**config.mk**
```make
export PLATFORM = sky130hd
export DESIGN_NAME = sr_flag_arbiter
export DESIGN_NICKNAME = d
export VERILOG_FILES = /design/src/rtl/sr_arb_pkg.sv /design/src/rtl/sr_flag_bank.sv /design/src/rtl/sr_flag_arbiter.sv
export SDC_FILE = /design/constraint.sdc
export NUM_CORES = 1
export LEC_CHECK = 0
export ABC_AREA = 1
export BUFFER_PORTS_ARGS = -buffer_cell sky130_fd_sc_hd__buf_2
export CAP_MARGIN = 20
export CELL_PAD_IN_SITES_DETAIL_PLACEMENT = 2
export CELL_PAD_IN_SITES_GLOBAL_PLACEMENT = 2
export CORE_MARGIN = 8
export CORE_UTILIZATION = 26
export CTS_BUF_LIST = sky130_fd_sc_hd__clkbuf_8
export DETAILED_ROUTE_END_ITERATION = 10
export HOLD_SLACK_MARGIN = 0.06
export PLACE_DENSITY = 0.78
export SLEW_MARGIN = 20
export SYNTH_ARGS = -nofsm -noshare
export SYNTH_HDL_FRONTEND = slang
export SYNTH_SLANG_ARGS = --single-unit
```
**constraint.sdc**
```tcl
create_clock -name clk -period 1.9 [get_ports clk]
set_input_delay 0.285 -clock clk [delete_from_list [all_inputs] [get_ports clk]]
set_output_delay 0.285 -clock clk [all_outputs]
set_load 0.005 [all_outputs]
```
**src/rtl/sr_arb_pkg.sv**
```systemverilog
// Shared types, SR op encodings and the round-robin pick helper for the SR flag arbiter.
package sr_arb_pkg;

  localparam int unsigned MAX_REQ = 8;
  localparam int unsigned PTR_W   = 3;

  typedef enum logic [0:0] {
    IDLE,
    APPLY
  } state_e;

  // Encoding is {S,R}
  localparam logic [1:0] OP_HOLD = 2'b00;
  localparam logic [1:0] OP_CLR  = 2'b01;
  localparam logic [1:0] OP_SET  = 2'b10;
  localparam logic [1:0] OP_INV  = 2'b11;

  // First active requester found searching upward from ptr+1, wrapping at nreq.
  function automatic logic [PTR_W-1:0] rr_pick(input logic [MAX_REQ-1:0] req,
                                               input logic [PTR_W-1:0]   ptr,
                                               input int unsigned        nreq);
    logic [PTR_W-1:0] win;
    logic             found;
    int unsigned      cand;
    win   = '0;
    found = 1'b0;
    for (int unsigned i = 1; i <= MAX_REQ; i++) begin
      if (i <= nreq) begin
        cand = (32'(ptr) + i) % nreq;
        if (!found && req[cand[PTR_W-1:0]]) begin
          win   = cand[PTR_W-1:0];
          found = 1'b1;
        end
      end
    end
    return win;
  endfunction

endpackage

```
**src/rtl/sr_flag_bank.sv**
```systemverilog
// Bank of SR flag bits; clr_all wins over a write, out-of-range indices write nothing.
module sr_flag_bank
  import sr_arb_pkg::*;
#(
  parameter int unsigned NFLAG = 8,
  parameter int unsigned IDX_W = (NFLAG > 1) ? $clog2(NFLAG) : 1
) (
  input  logic             clk,
  input  logic             rst,
  input  logic             wr_en,
  input  logic [IDX_W-1:0] wr_idx,
  input  logic             s,
  input  logic             r,
  input  logic             clr_all,
  output logic [NFLAG-1:0] flags
);

  logic [NFLAG-1:0] flags_q, flags_d;

  always_comb begin
    flags_d = flags_q;
    if (clr_all) begin
      flags_d = '0;
    end else if (wr_en) begin
      for (int i = 0; i < NFLAG; i++) begin
        if (wr_idx == IDX_W'(i)) begin
          unique case ({s, r})
            OP_SET:          flags_d[i] = 1'b1;
            OP_CLR:          flags_d[i] = 1'b0;
            OP_HOLD, OP_INV: flags_d[i] = flags_q[i];
          endcase
        end
      end
    end
  end

  always_ff @(posedge clk or posedge rst) begin
    if (rst) begin
      flags_q <= '0;
    end else begin
      flags_q <= flags_d;
    end
  end

  assign flags = flags_q;

endmodule

```
**src/rtl/sr_flag_arbiter.sv**
```systemverilog
// Round-robin arbiter serialising SR set/clear/hold requests onto a shared flag bank.
module sr_flag_arbiter
  import sr_arb_pkg::*;
#(
  parameter int unsigned NREQ  = 4,
  parameter int unsigned NFLAG = 8,
  localparam int unsigned IDX_W = (NFLAG > 1) ? $clog2(NFLAG) : 1
) (
  input  logic                  clk,
  input  logic                  rst,
  input  logic [NREQ-1:0]       req,
  input  logic [NREQ-1:0]       op_s,
  input  logic [NREQ-1:0]       op_r,
  input  logic [NREQ*IDX_W-1:0] idx,
  input  logic                  clr_all,
  output logic [NREQ-1:0]       gnt,
  output logic                  err,
  output logic                  busy,
  output logic [NFLAG-1:0]      flags
);

  localparam logic [PTR_W-1:0] PTR_RST = PTR_W'(NREQ - 1);

  state_e           state_q, state_d;
  logic [PTR_W-1:0] rr_q, rr_d;
  logic [PTR_W-1:0] win_q, win_d;
  logic             s_q, s_d, r_q, r_d;
  logic [IDX_W-1:0] idx_q, idx_d;
  logic             op_bad, idx_bad;

  always_comb begin
    state_d = state_q;
    rr_d    = rr_q;
    win_d   = win_q;
    s_d     = s_q;
    r_d     = r_q;
    idx_d   = idx_q;
    unique case (state_q)
      IDLE: begin
        if (|req) begin
          win_d = rr_pick(MAX_REQ'(req), rr_q, NREQ);
          for (int k = 0; k < NREQ; k++) begin
            if (win_d == PTR_W'(k)) begin
              s_d   = op_s[k];
              r_d   = op_r[k];
              idx_d = idx[k*IDX_W +: IDX_W];
            end
          end
          state_d = APPLY;
        end
      end
      APPLY: begin
        rr_d    = win_q;
        state_d = IDLE;
      end
      default: state_d = IDLE;
    endcase
  end

  always_ff @(posedge clk or posedge rst) begin
    if (rst) begin
      state_q <= IDLE;
      rr_q    <= PTR_RST;
      win_q   <= '0;
      s_q     <= 1'b0;
      r_q     <= 1'b0;
      idx_q   <= '0;
    end else begin
      state_q <= state_d;
      rr_q    <= rr_d;
      win_q   <= win_d;
      s_q     <= s_d;
      r_q     <= r_d;
      idx_q   <= idx_d;
    end
  end

  // Outputs decode straight from state so an async reset clears them at once.
  always_comb begin
    busy    = (state_q == APPLY);
    op_bad  = ({s_q, r_q} == OP_INV);
    idx_bad = (32'(idx_q) >= NFLAG);
    err     = busy && (op_bad || idx_bad);
    gnt     = '0;
    for (int k = 0; k < NREQ; k++) begin
      gnt[k] = busy && (win_q == PTR_W'(k));
    end
  end

  sr_flag_bank #(
    .NFLAG (NFLAG),
    .IDX_W (IDX_W)
  ) u_bank (
    .clk     (clk),
    .rst     (rst),
    .wr_en   (busy),
    .wr_idx  (idx_q),
    .s       (s_q),
    .r       (r_q),
    .clr_all (clr_all),
    .flags   (flags)
  );

endmodule

```
Word-level counts from Yosys, hierarchy flattened
Cells that the tools add are included.
- register bits: 19
- word-level logic and storage cells: 125
- output and inout port bits: 14
- bits of input ports: 27
- add/sub/neg operators: 4
- reductions and logical operators: 37
- bitwise logic cells: 1
- mux-type cells: 48
- order comparisons: 4
- equal/unequal tests: 17
- operators with widths (kind ; number):
    two-way mux 1 bit ; 30
    two-way mux 3 bit ; 9
    AND reduction 3 bit ; 9
    equality test 3 x 2 -> 1 bit (second input constant) ; 6
    nonzero test 2 bit ; 9
    < comparator 2 x 4 -> 1 bit (second input constant) ; 4
    two-way mux 8 bit ; 2
    equality test 3 bit (second input constant) ; 4
    equality test 3 x 1 -> 1 bit (second input constant) ; 3
    logical NOT 3 bit ; 3
    binary-select mux 1 bit (select 2 bit) ; 4
    logical AND 1 bit ; 8
    adder 2 x 1 -> 2 bit (second input constant) ; 2
    adder 2 bit (second input constant) ; 2
    equality test 2 bit (second input constant) ; 2
    one-hot mux 1 bit (2 select lines) ; 2
    nonzero test 4 bit ; 1
    OR reduction 4 bit ; 1
    logical NOT 1 bit ; 3
    equality test 2 x 1 -> 1 bit (second input constant) ; 1
    logical NOT 2 bit ; 1
    two-way mux 2 bit ; 1
    != test 2 bit (second input constant) ; 1
    AND reduction 2 bit ; 1
    other kinds (2) ; 2

Depth between registers and ports, before layout
- depth after elaboration: 26
- depth in mapped cells: 17
- depth with buffers taken out: 15

By module
From an unflattened synthesis, not the netlist that was laid out.
- cells, all modules: 229
- area, all modules: 1431.4 um^2
- by module, submodules not included (module ; seq. area each (um^2) ; cells each ; instances ; area each (um^2)):
    sr_flag_arbiter ; 252.7 ; 150 ; 1 ; 917.1
    sr_flag_bank ; 200.2 ; 79 ; 1 ; 514.2

Least setup slack after synthesis
OpenSTA, ideal clock, no wires.
- kind: flip-flop to flip-flop
- from: register rr_q[0]
- to: register idx_q[0]
- clock period less this slack: 1849 ps
- library setup time: 116 ps
- data arrival time: 1732 ps
- cell stages (with the launch flop): 18
- slack: 51 ps
- required time: 1784 ps
- path buffers: 2
- path through: dfstp_2 buf_6 inv_4 buf_6 nand2_2 nand2_2 nand2_2 nand2_4 nor2_4 nand2_1 nand2_2 nand2_4 inv_4 nand2_4 o21ai_1 inv_2 nand2_1 nand2_1
- word-level cells in the longest chain between the ends: 25
- elaborated cells on any way between the ends: 42
- those cells by class: add/sub: 4; eq/ne: 3; mux: 26; reduce/logical: 9
- RTL lines (what ; RTL line ; text):
    from (decl) ; sr_flag_arbiter.sv:25 ; logic [PTR_W-1:0] rr_q, rr_d;
    from (signal assigned) ; sr_flag_arbiter.sv:70 ; rr_q <= rr_d;
    adder 2 x 1 -> 2 bit ; sr_arb_pkg.sv:29 ; cand = (32'(ptr) + i) % nreq;
    binary-select mux 1 bit (select 2 bit) ; sr_arb_pkg.sv:30 ; if (!found && req[cand[PTR_W-1:0]]) begin
    two-way mux 1 bit (not written as such) ; sr_arb_pkg.sv:30 ;
    two-way mux 1 bit ; sr_arb_pkg.sv:30 ;
    two-way mux 1 bit ; sr_flag_arbiter.sv:40 ; if (|req) begin
    two-way mux 1 bit ; sr_flag_arbiter.sv:38 ; unique case (state_q)
    logical NOT 1 bit ; sr_arb_pkg.sv:30 ;
    logical AND 1 bit ; sr_arb_pkg.sv:30 ;
    [7 not listed] ; - ;
    two-way mux 1 bit ; sr_flag_arbiter.sv:38 ;
    logical NOT 1 bit ; sr_arb_pkg.sv:30 ;
    logical AND 1 bit ; sr_arb_pkg.sv:30 ;
    two-way mux 3 bit (*) ; sr_arb_pkg.sv:30 ;
    two-way mux 3 bit (*) ; sr_flag_arbiter.sv:40 ;
    two-way mux 3 bit (*) ; sr_flag_arbiter.sv:38 ;
    equality test 3 x 1 -> 1 bit ; sr_flag_arbiter.sv:43 ; if (win_d == PTR_W'(k)) begin
    two-way mux 3 bit (3 in series) ; sr_flag_arbiter.sv:43 ;
    to (signal assigned) ; sr_flag_arbiter.sv:74 ; idx_q <= idx_d;
    to (decl) ; sr_flag_arbiter.sv:28 ; logic [IDX_W-1:0] idx_q, idx_d;
Mark *: on every way between the ends. The rest lies on a longest branch, timed or not. The select of a mux whose other input is x is not followed.
A chain may end at the register's enable or synchronous reset.

Worst setup path in the final report
- from: register rr_q[0]
- to: register s_q
- word-level cells in the longest chain between the ends: 25
- elaborated cells on any way between the ends: 42
- those cells by class: add/sub: 4; eq/ne: 3; mux: 26; reduce/logical: 9
- RTL lines (what ; RTL line ; text):
    adder 2 x 1 -> 2 bit ; sr_arb_pkg.sv:29 ;
    binary-select mux 1 bit (select 2 bit) ; sr_arb_pkg.sv:30 ;
    two-way mux 1 bit (not written as such) ; sr_arb_pkg.sv:30 ;
    two-way mux 1 bit ; sr_arb_pkg.sv:30 ;
    two-way mux 1 bit ; sr_flag_arbiter.sv:40 ;
    two-way mux 1 bit ; sr_flag_arbiter.sv:38 ;
    logical NOT 1 bit ; sr_arb_pkg.sv:30 ;
    logical AND 1 bit ; sr_arb_pkg.sv:30 ;
    [7 not listed] ; - ;
    two-way mux 1 bit ; sr_flag_arbiter.sv:38 ;
    logical NOT 1 bit ; sr_arb_pkg.sv:30 ;
    logical AND 1 bit ; sr_arb_pkg.sv:30 ;
    two-way mux 3 bit (*) ; sr_arb_pkg.sv:30 ;
    two-way mux 3 bit (*) ; sr_flag_arbiter.sv:40 ;
    two-way mux 3 bit (*) ; sr_flag_arbiter.sv:38 ;
    equality test 3 x 1 -> 1 bit ; sr_flag_arbiter.sv:43 ;
    two-way mux 1 bit (3 in series) ; sr_flag_arbiter.sv:43 ;
    to (signal assigned) ; sr_flag_arbiter.sv:65 ; s_q <= 1'b0;
    to (signal assigned) ; sr_flag_arbiter.sv:72 ; s_q <= s_d;
    to (decl) ; sr_flag_arbiter.sv:27 ; logic s_q, s_d, r_q, r_d;
Marks and branches as above.

==> metrics.txt <==
Least-Margin Pin Slew around 0.69 ns; Finished Cell Area about 0.0020 mm²; Final #Nets a little under 300; first-pass iteration count of the detailed router 4; Post-Synth Simple-Gate Area 36.7%; period utilization 110%; #FFs+latches synth 18; Die Ht approximately 90 µm; synthesized cell area between 0.001 and 0.0015 mm²; Syn Inst Count just over 200; Max Cap Viol 0; antenna fix cells 0; Placement Cell Area ~0.0017 mm²; Critical Path AT ~2.2 ns; CTS tree done; final WL roughly 5000 µm; Detail Route Antenna Nets 0; Yosys Warn Count 0; Final WS setup -0.188 ns; # DRC 0; complex-gate fraction of the synthesized area roughly 16%; vias in the first global route 1643; Setup crit end kind register; post-synthesis adder-cell area fraction under 10%; largest family of logic cells by synthesized area simple AND/OR/NAND/NOR gates; Hold-fix buffers, CTS 0; post-route insts no fill about 330; root buffer cell clkbuf_8; Final Hold Viols 0; Final HPWL DP ~3600 µm; slew margin rel. 53.8%; Leakage 1.11 nW; DRT iter0 DRCs 26; Layout fillers 657; P per Cell Area about 2000 mW/mm²; remaining global-route overflow 0; I/O pin count between 40 and 50; Vias roughly 1600; Starting Density around a quarter; final slew viol count 0; RD Place Congestion between 0.7 and 0.8; xor/xnor cell area share of the yosys netlist 0%; mux cell area share after synthesis 0%; clk_skew ~0.0037 ns; Setup CP Type register to register; Req. time, crit path around 2.1 ns; Worst R2R Path Depth 14; status complete, but fails checks; share of the yosys chip area belonging to registers 31.5%; Die X-Extent ~90 µm; H-tree Lvls 1; WL per Instance 15.0 µm; CTS Buf Count 3; failing checks negative setup slack; Max IR drop VDD 0.674 mV; share of cells above drive strength 1 43.3%; Synth-to-Final Area Change 39.2%; FP Rows 27; largest net degree at the start of global routing 19; Max clock buf depth 2; Distinct cells, synth 24; port bufs 40; worst skew pair latency ~0.26 ns; first-pass GRT wire length approximately 7600 µm; initial antenna violation count 0; unrepaired setup endpoints after global routing true; worst-path maximum fanout 6; total global-route track usage 11.0%; crit path time final 2.09 ns; Finish-stage setup viols 5; Worst-path clk slew 0.07 ns; Synth Net Count about 240; hold crit path type input pin to async pin; Clock Sinks 18; Max Freq 479 MHz; Synth Area per Inst roughly 7.0 µm²; Placed Cells 315; core area roughly 0.0054 mm²; Worst Setup Start Kind register; Die ar. between 0.008 and 0.009 mm²; via/cell ratio between 4 and 5
## final timing paths
path                                             start                           to  slack, ns
max                                rr_q[0]$_DFFE_PP1P_              s_q$_DFFE_PP0P_      -0.19
min                                                rst         idx_q[1]$_DFFE_PP0P_       0.12
max reg2reg                        rr_q[0]$_DFFE_PP1P_              s_q$_DFFE_PP0P_      -0.19
min reg2reg                u_bank.flags[4]$_DFFE_PP0P_  u_bank.flags[4]$_DFFE_PP0P_       0.47
max in group asynchronous                          rst  u_bank.flags[0]$_DFFE_PP0P_       1.34
min in group clk                               idx[11]         idx_q[2]$_DFFE_PP0P_       0.33
## synthesized netlist by cell type, drive strengths merged
cell type	number	area (µm²)
a21oi	9	45.0
a31oi	1	6.26
a41oi	9	78.8
buf	3	33.8
clkbuf	5	20.0
dfrtp	16	400
dfstp	2	52.6
ha	2	25.0
inv	38	148
nand2	69	344
nand3	12	65.1
nand4	1	6.26
nor2	12	67.6
nor3	9	45.0
o21ai	13	65.1
o21bai	5	37.5
## critical path, cell delays in order, from the launching register on
cell	delay [ns]
dfstp_2	0.58
clkinv_4	0.07
buf_12	0.13
nand2_2	0.07
nand2_4	0.06
nand2_2	0.07
nand2_2	0.08
a21oi_1	0.19
nand2_2	0.14
nand2_4	0.15
inv_4	0.07
o21ai_1	0.17
nand2_1	0.09
nand2_1	0.07
nand2_1	0.05
## layout make-up
type                            instances  area (µm²)  area share [%]
Clock buffer                            4        55.1            2.75
Sequential cell                        18         453            22.6
Multi-Input combinational cell        144         895            44.6
Tap cell                               72        90.1            4.49
Timing Repair Buffer                   57         359            17.9
Inverter                               38         153            7.62
## sequential cells by signal (all words and copies together), names as in the netlist
name / count
u_bank.flags: 8
idx_q: 3
rr_q: 2
win_q: 2
busy: 1
r_q: 1
s_q: 1
## logic make-up after synthesis
family | after synthesis
AND/OR/NAND/NOR | 103
buffers and inverters | 46
AO/OA/AOI/OAI | 37
flip-flops | 18
adder cells (fa/ha/maj) | 2
## power breakdown
part | internal, mW | switching, mW | leakage [nW] | total (mW)
logic | 1.13 | 1.75 | 0.860 | 2.88
registers | 0.564 | 0.172 | 0.217 | 0.736
clock network | 0.184 | 0.137 | 0.0288 | 0.321
total | 1.88 | 2.06 | 1.11 | 3.94
## placed cells by master, fill, tap and decap left out, drive strengths merged, types with 2 or more instances in the layout
cell type	n
buf	57
clkbuf	4
a41oi	9
ha	2
nand3	12
o21ai	13
inv	37
dfstp	2
nor2	12
nor3	9
a21oi	9
nand2	71
o21bai	5
dfrtp	16
## metal layers
metal	global-route usage, %	share of wire [%]	vias to the layer above
li1	-	-	771
met1	13.6	45	748
met2	18.7	50	33
met3	2.66	3.3	6
met4	2.91	1.2	0
met5	0	0	-
## through the flow
stage	setup slack [ns]	hold slack, ns	total power, mW	TNS (ns)	util, %
after detailed placement	-0.119	0.432	2.93	-0.522	31.5
after global routing	-0.332	0.192	4.30	-1.61	36.9
after global placement	-0.0593	0.423	2.84	-0.208	31.5
after CTS	-0.0980	0.152	3.44	-0.455	33.4
final	-0.188	0.124	3.94	-0.761	36.9
after floorplan	0.0512	0.222	2.38	0	-
## what timing repair did
action | in CTS | in global routing
gates resized for setup | 9 | 30
buffers inserted | 2 | 10
pin swaps | 5 | 16
cloned | 1 | 1
endpoints found under the setup margin | 5 | 5
Power figures use the tool's default switching activity.
